### config.mk
export PLATFORM = sky130hd
export DESIGN_NAME = sop_edge_counter
export DESIGN_NICKNAME = d
export VERILOG_FILES = /design/src/rtl/sop_edge_counter.sv
export SDC_FILE = /design/constraint.sdc
export NUM_CORES = 1
export LEC_CHECK = 0
export ABC_AREA = 1
export BUFFER_PORTS_ARGS = -buffer_cell sky130_fd_sc_hd__clkbuf_2
export CELL_PAD_IN_SITES_DETAIL_PLACEMENT = 2
export CELL_PAD_IN_SITES_GLOBAL_PLACEMENT = 2
export CORE_UTILIZATION = 31
export DETAILED_ROUTE_END_ITERATION = 16
export PLACE_DENSITY = 0.82
export SLEW_MARGIN = 20
export SYNTH_ARGS = -nofsm -noshare
export SYNTH_HDL_FRONTEND = slang
export SYNTH_SLANG_ARGS = --single-unit
export TNS_END_PERCENT = 30
### constraint.sdc
create_clock -name clk -period 1.1 [get_ports clk]
set_input_delay 0.11 -clock clk [delete_from_list [all_inputs] [get_ports clk]]
set_output_delay 0.11 -clock clk [all_outputs]
set_load 0.1 [all_outputs]
### src/rtl/sop_edge_counter.sv
// sop_edge_counter
// Consumes the two outputs of the dual AND-OR gate block: synchronises them,
// turns rising edges into one-cycle pulses, keeps saturating per-channel and
// coincidence event counts, and offers an atomic req/ack snapshot to a host.
module sop_edge_counter #(
    parameter int CNT_W       = 8,
    parameter int SYNC_STAGES = 2,
    parameter int CLR_ON_SNAP = 1
) (
    input  logic             clk,
    input  logic             rst_n,
    input  logic             p1y,
    input  logic             p2y,
    input  logic             snap_req,
    input  logic             snap_ack,
    output logic             p1_rise,
    output logic             p2_rise,
    output logic             snap_valid,
    output logic [CNT_W-1:0] snap_p1,
    output logic [CNT_W-1:0] snap_p2,
    output logic [CNT_W-1:0] snap_both,
    output logic [2:0]       snap_ovf
);

    typedef enum logic {
        IDLE = 1'b0,
        HOLD = 1'b1
    } state_t;

    localparam logic [CNT_W-1:0] CNT_MAX = '1;
    localparam logic [CNT_W-1:0] CNT_ONE = CNT_W'(1);

    logic [SYNC_STAGES-1:0] sync_p1;
    logic [SYNC_STAGES-1:0] sync_p2;
    logic                   d_p1;
    logic                   d_p2;
    logic                   rise_c1;
    logic                   rise_c2;
    logic [2:0]             inc;
    logic [CNT_W-1:0]       cnt [3];
    logic [2:0]             ovf;
    state_t                 state;
    state_t                 state_next;
    logic                   capture;
    logic                   clr_now;

    // Synchroniser chains plus one history flop per channel; the history flop
    // lets a level held high produce only a single rise.
    always_ff @(posedge clk or negedge rst_n) begin
        if (!rst_n) begin
            sync_p1 <= '0;
            sync_p2 <= '0;
            d_p1    <= 1'b0;
            d_p2    <= 1'b0;
        end else begin
            sync_p1 <= {sync_p1[SYNC_STAGES-2:0], p1y};
            sync_p2 <= {sync_p2[SYNC_STAGES-2:0], p2y};
            d_p1    <= sync_p1[SYNC_STAGES-1];
            d_p2    <= sync_p2[SYNC_STAGES-1];
        end
    end

    assign rise_c1 = sync_p1[SYNC_STAGES-1] & ~d_p1;
    assign rise_c2 = sync_p2[SYNC_STAGES-1] & ~d_p2;
    assign inc     = {rise_c1 & rise_c2, rise_c2, rise_c1};

    // Registered rise pulses, aligned with the counter update edge.
    always_ff @(posedge clk or negedge rst_n) begin
        if (!rst_n) begin
            p1_rise <= 1'b0;
            p2_rise <= 1'b0;
        end else begin
            p1_rise <= rise_c1;
            p2_rise <= rise_c2;
        end
    end

    assign clr_now = capture && (CLR_ON_SNAP != 0);

    // Saturating counters with sticky overflow; a clearing capture reloads a
    // counter with 1 when an event lands on the capture edge so none is lost.
    always_ff @(posedge clk or negedge rst_n) begin
        if (!rst_n) begin
            for (int i = 0; i < 3; i++) begin
                cnt[i] <= '0;
            end
            ovf <= '0;
        end else begin
            for (int i = 0; i < 3; i++) begin
                if (clr_now) begin
                    cnt[i] <= inc[i] ? CNT_ONE : '0;
                    ovf[i] <= inc[i] && (cnt[i] == CNT_MAX);
                end else if (inc[i]) begin
                    if (cnt[i] == CNT_MAX) begin
                        ovf[i] <= 1'b1;
                    end else begin
                        cnt[i] <= cnt[i] + CNT_ONE;
                    end
                end
            end
        end
    end

    // Snapshot registers take the pre-edge counts on capture and stay frozen otherwise.
    always_ff @(posedge clk or negedge rst_n) begin
        if (!rst_n) begin
            snap_p1   <= '0;
            snap_p2   <= '0;
            snap_both <= '0;
            snap_ovf  <= '0;
        end else if (capture) begin
            snap_p1   <= cnt[0];
            snap_p2   <= cnt[1];
            snap_both <= cnt[2];
            snap_ovf  <= ovf;
        end
    end

    // Snapshot FSM state register.
    always_ff @(posedge clk or negedge rst_n) begin
        if (!rst_n) begin
            state <= IDLE;
        end else begin
            state <= state_next;
        end
    end

    // Next state: a request in IDLE captures, an ack in HOLD releases; in HOLD
    // any concurrent request is dropped so the host must ask again from IDLE.
    always_comb begin
        state_next = state;
        case (state)
            IDLE: if (snap_req) state_next = HOLD;
            HOLD: if (snap_ack) state_next = IDLE;
            default: state_next = IDLE;
        endcase
    end

    // FSM outputs: capture strobe and the valid flag seen by the host.
    always_comb begin
        capture    = 1'b0;
        snap_valid = 1'b0;
        case (state)
            IDLE: capture    = snap_req;
            HOLD: snap_valid = 1'b1;
            default: ;
        endcase
    end

endmodule

==> reports/qor.txt <==
worst r2r src -> cnt[2]$_DFFE_PN0P_
Worst EP required -> 1.41 ns
Vias/cell -> 5.45
clk root buf -> clkbuf_8
final hold viol count -> 0
Die W -> 98.3 um
largest net degree at the start of global routing -> 64
Synth Flop Type -> dfrtp_1
Avg Cell Area, Syn -> 8.59 um^2
HPWL after DPL -> 7350 um
Worst-Skew Late Latency -> 0.39 ns
Arrival @ worst endpoint -> 1.90 ns
post-route cell area -> 4980 um^2
register area share after synthesis -> 54.8%
worst setup margin -> -0.495 ns
Initial Util -> 32.5%
crit path time final -> 1.60 ns
Multi-input gate area -> 1530 um^2
die area -> 9670 um^2
num ports -> 36
asr flop ratio synth -> 100%
P_leak -> 0.00235 uW
Antenna diodes -> 0
Post-Syn Nets -> 344
via count -> 3,086
status -> finished with violations
Slew @ Worst Pin -> 0.367 ns
crit path kind -> flop to flop
largest area contributor in the netlist -> dfrtp_1
DRC viols -> 0
Max clock buf depth -> 2
Slew Limit Headroom -> 75.2%
dpl cell area -> 3960 um^2
vias in the first global route -> 3,449
Setup crit start kind -> flop
H-tree depth -> 3
pre-CTS setup slack -> -0.382 ns
core box area -> 8850 um^2
CP Max Fanout -> 4
synth cell count leaders -> nand2_1, dfrtp_1, inv_1
register area -> 1580 um^2
EDFF count, synth -> 0
final period utilization -> 145%
maximum vdd drop -> 0.00106 V
r2r endpoint -> cnt[5]$_DFFE_PN0P_
post-synth top area share -> 54.8%
CP Capture Type -> flop
Clock Sinks -> 63
final setup vio count -> 69
Tightest Hold Check Type -> primary input to asynchronous set/reset pin
Worst R2R Setup Slack -> -0.50 ns
count of pins over their slew limit -> 0
Power per Cell Area -> 1640 nW/um^2
Max-Cap Viols -> 0
area growth from synthesis to layout -> 73.1%
Detail Route Antenna Nets -> 0
num rows -> 34
1st-iter DRT viols -> 162
layout cell share with drive strength beyond 1 -> 48.3%
mapped cell area -> 2880 um^2
TritonCTS clock tree -> done
initial antenna violation count -> 0
most numerous cell in the Yosys netlist -> nand2_1
failing checks -> setup timing
Syn. warnings -> 0
die height -> 98.3 um
DRT Pass-1 Iters -> 6
Max Freq -> 0.627 GHz
Mapped Cells -> 335
fillers -> 878
gr ovfl total -> 0
final wirelength -> 17,000 um
synth unique cells -> 23
first-pass GRT wire length -> 22,100 um
worst r2r path cells -> 5
Power, Total -> 8150 uW
routed wire length per instance -> 30.1 um
RSZ-0062 raised after global routing -> true
Final #Nets -> 462
GPL Wtd Cong -> 0.787
Synth area leaders -> dfrtp_1, nand2_1, nand3_1
total track usage -> 31.4%
clk slew on worst S/H paths -> 0.09 ns
PortBufs -> 35
FF+latch count, synth -> 63
Final Skew -> 0.0295 ns
Num CTS Buffers -> 9
[report_power, final]
| group | switching, uW | internal, uW |
|---|---|---|
| combinational | 2030 | 1170 |
| clock | 1120 | 939 |
| sequential | 335 | 2550 |
| total | 3490 | 4660 |
[placed cells by master (no fill, tap or decap), types with 4 or more instances in the layout]
master	synthesis	routed
nand2_1	102	76
buf_4	0	60
dfrtp_1	63	59
buf_12	0	36
inv_1	34	32
o21ai_1	21	24
nand2_2	8	22
nand3_1	27	19
nand2_4	4	14
clkbuf_8	0	11
nor2_1	19	9
nor2_2	3	8
o21ai_2	0	8
nor2_4	2	7
buf_6	6	6
o21ai_0	20	5
nand3_2	0	5
clkbuf_2	0	5
o21ai_4	0	4
dlygate4sd3_1	0	4
[layer usage]
layer  vias up  global-route usage (%)  share of wire (%)
met4         0                    17.3                6.6
met2       121                    54.0                 50
met5         -                       0                  0
met3        75                    5.44                4.0
met1      1588                    37.3                 40
li1       1302                       -                  -
[final cells by class]
class	count	share of cell area (%)
clock buffers	13	3.19
well taps	108	2.71
flip-flops and latches	63	31.8
repair buffers	114	27.6
clock inverters	3	0.352
repair inverters	1	0.126
inverters	37	3.44
multi-input cells	227	30.8
[what timing repair did]
item / CTS / global route
hold buffers: 4 / 0
setup endpoints to repair: 57 / 73
pin swaps: 7 / 26
gates resized for setup: 67 / 75
hold endpoints to repair: 66 / 0
buffers inserted: 11 / 11
gates cloned: 3 / 1
[how the worst max path moves through the flow]
stage	end	startpoint	depth (start not counted)
5_1_grt	cnt[5]$_DFFE_PN0P_	cnt[2]$_DFFE_PN0P_	5
6_report	cnt[5]$_DFFE_PN0P_	cnt[2]$_DFFE_PN0P_	5
3_3_place_gp	cnt[4]$_DFFE_PN0P_	cnt[0]$_DFFE_PN0P_	8
4_1_cts	cnt[1]$_DFFE_PN0P_	cnt[1]$_DFFE_PN0P_	8
2_1_floorplan	snap_both[0]$_DFFE_PN0P_	state$_DFF_PN0_	6
3_5_place_dp	cnt[7]$_DFFE_PN0P_	cnt[1]$_DFFE_PN0P_	8
[critical path: stages (launching register included)]
cell and delay [ns]:
dfrtp_1 0.48, buf_4 0.17, nand3_1 0.15, o21ai_0 0.33, nand3_1 0.21, o21ai_4 0.20
[registers in the layout, indices dropped and copies added, names as in the netlist]
register / count
cnt: 24
d_p1: 1
d_p2: 1
ovf: 3
p1_rise: 1
p2_rise: 1
snap_both: 8
snap_ovf: 3
snap_p1: 8
snap_p2: 8
state: 1
sync_p1: 2
sync_p2: 2
[through the flow]
stage | util, % | hold WS (ns) | instances | TNS (ns)
2_1_floorplan | - | -0.186 | 335 | -14.88
3_3_place_gp | 44.8 | 0.159 | 521 | -8.28
3_5_place_dp | 44.8 | 0.160 | 521 | -12.62
4_1_cts | 51.7 | 0.292 | 555 | -9.87
5_1_grt | 56.3 | 0.347 | 566 | -18.97
6_report | 56.3 | 0.261 | 566 | -16.74
[cells by family after synthesis]
kind of cell             share of synthesized area [%]
adder cells (fa/ha/maj)                           1.31
buffers and inverters                             7.87
flip-flops                                        54.8
XOR/XNOR                                          1.22
AO/OA/AOI/OAI                                     8.83
AND/OR/NAND/NOR                                   26.0
Power figures use the tool's default switching activity.
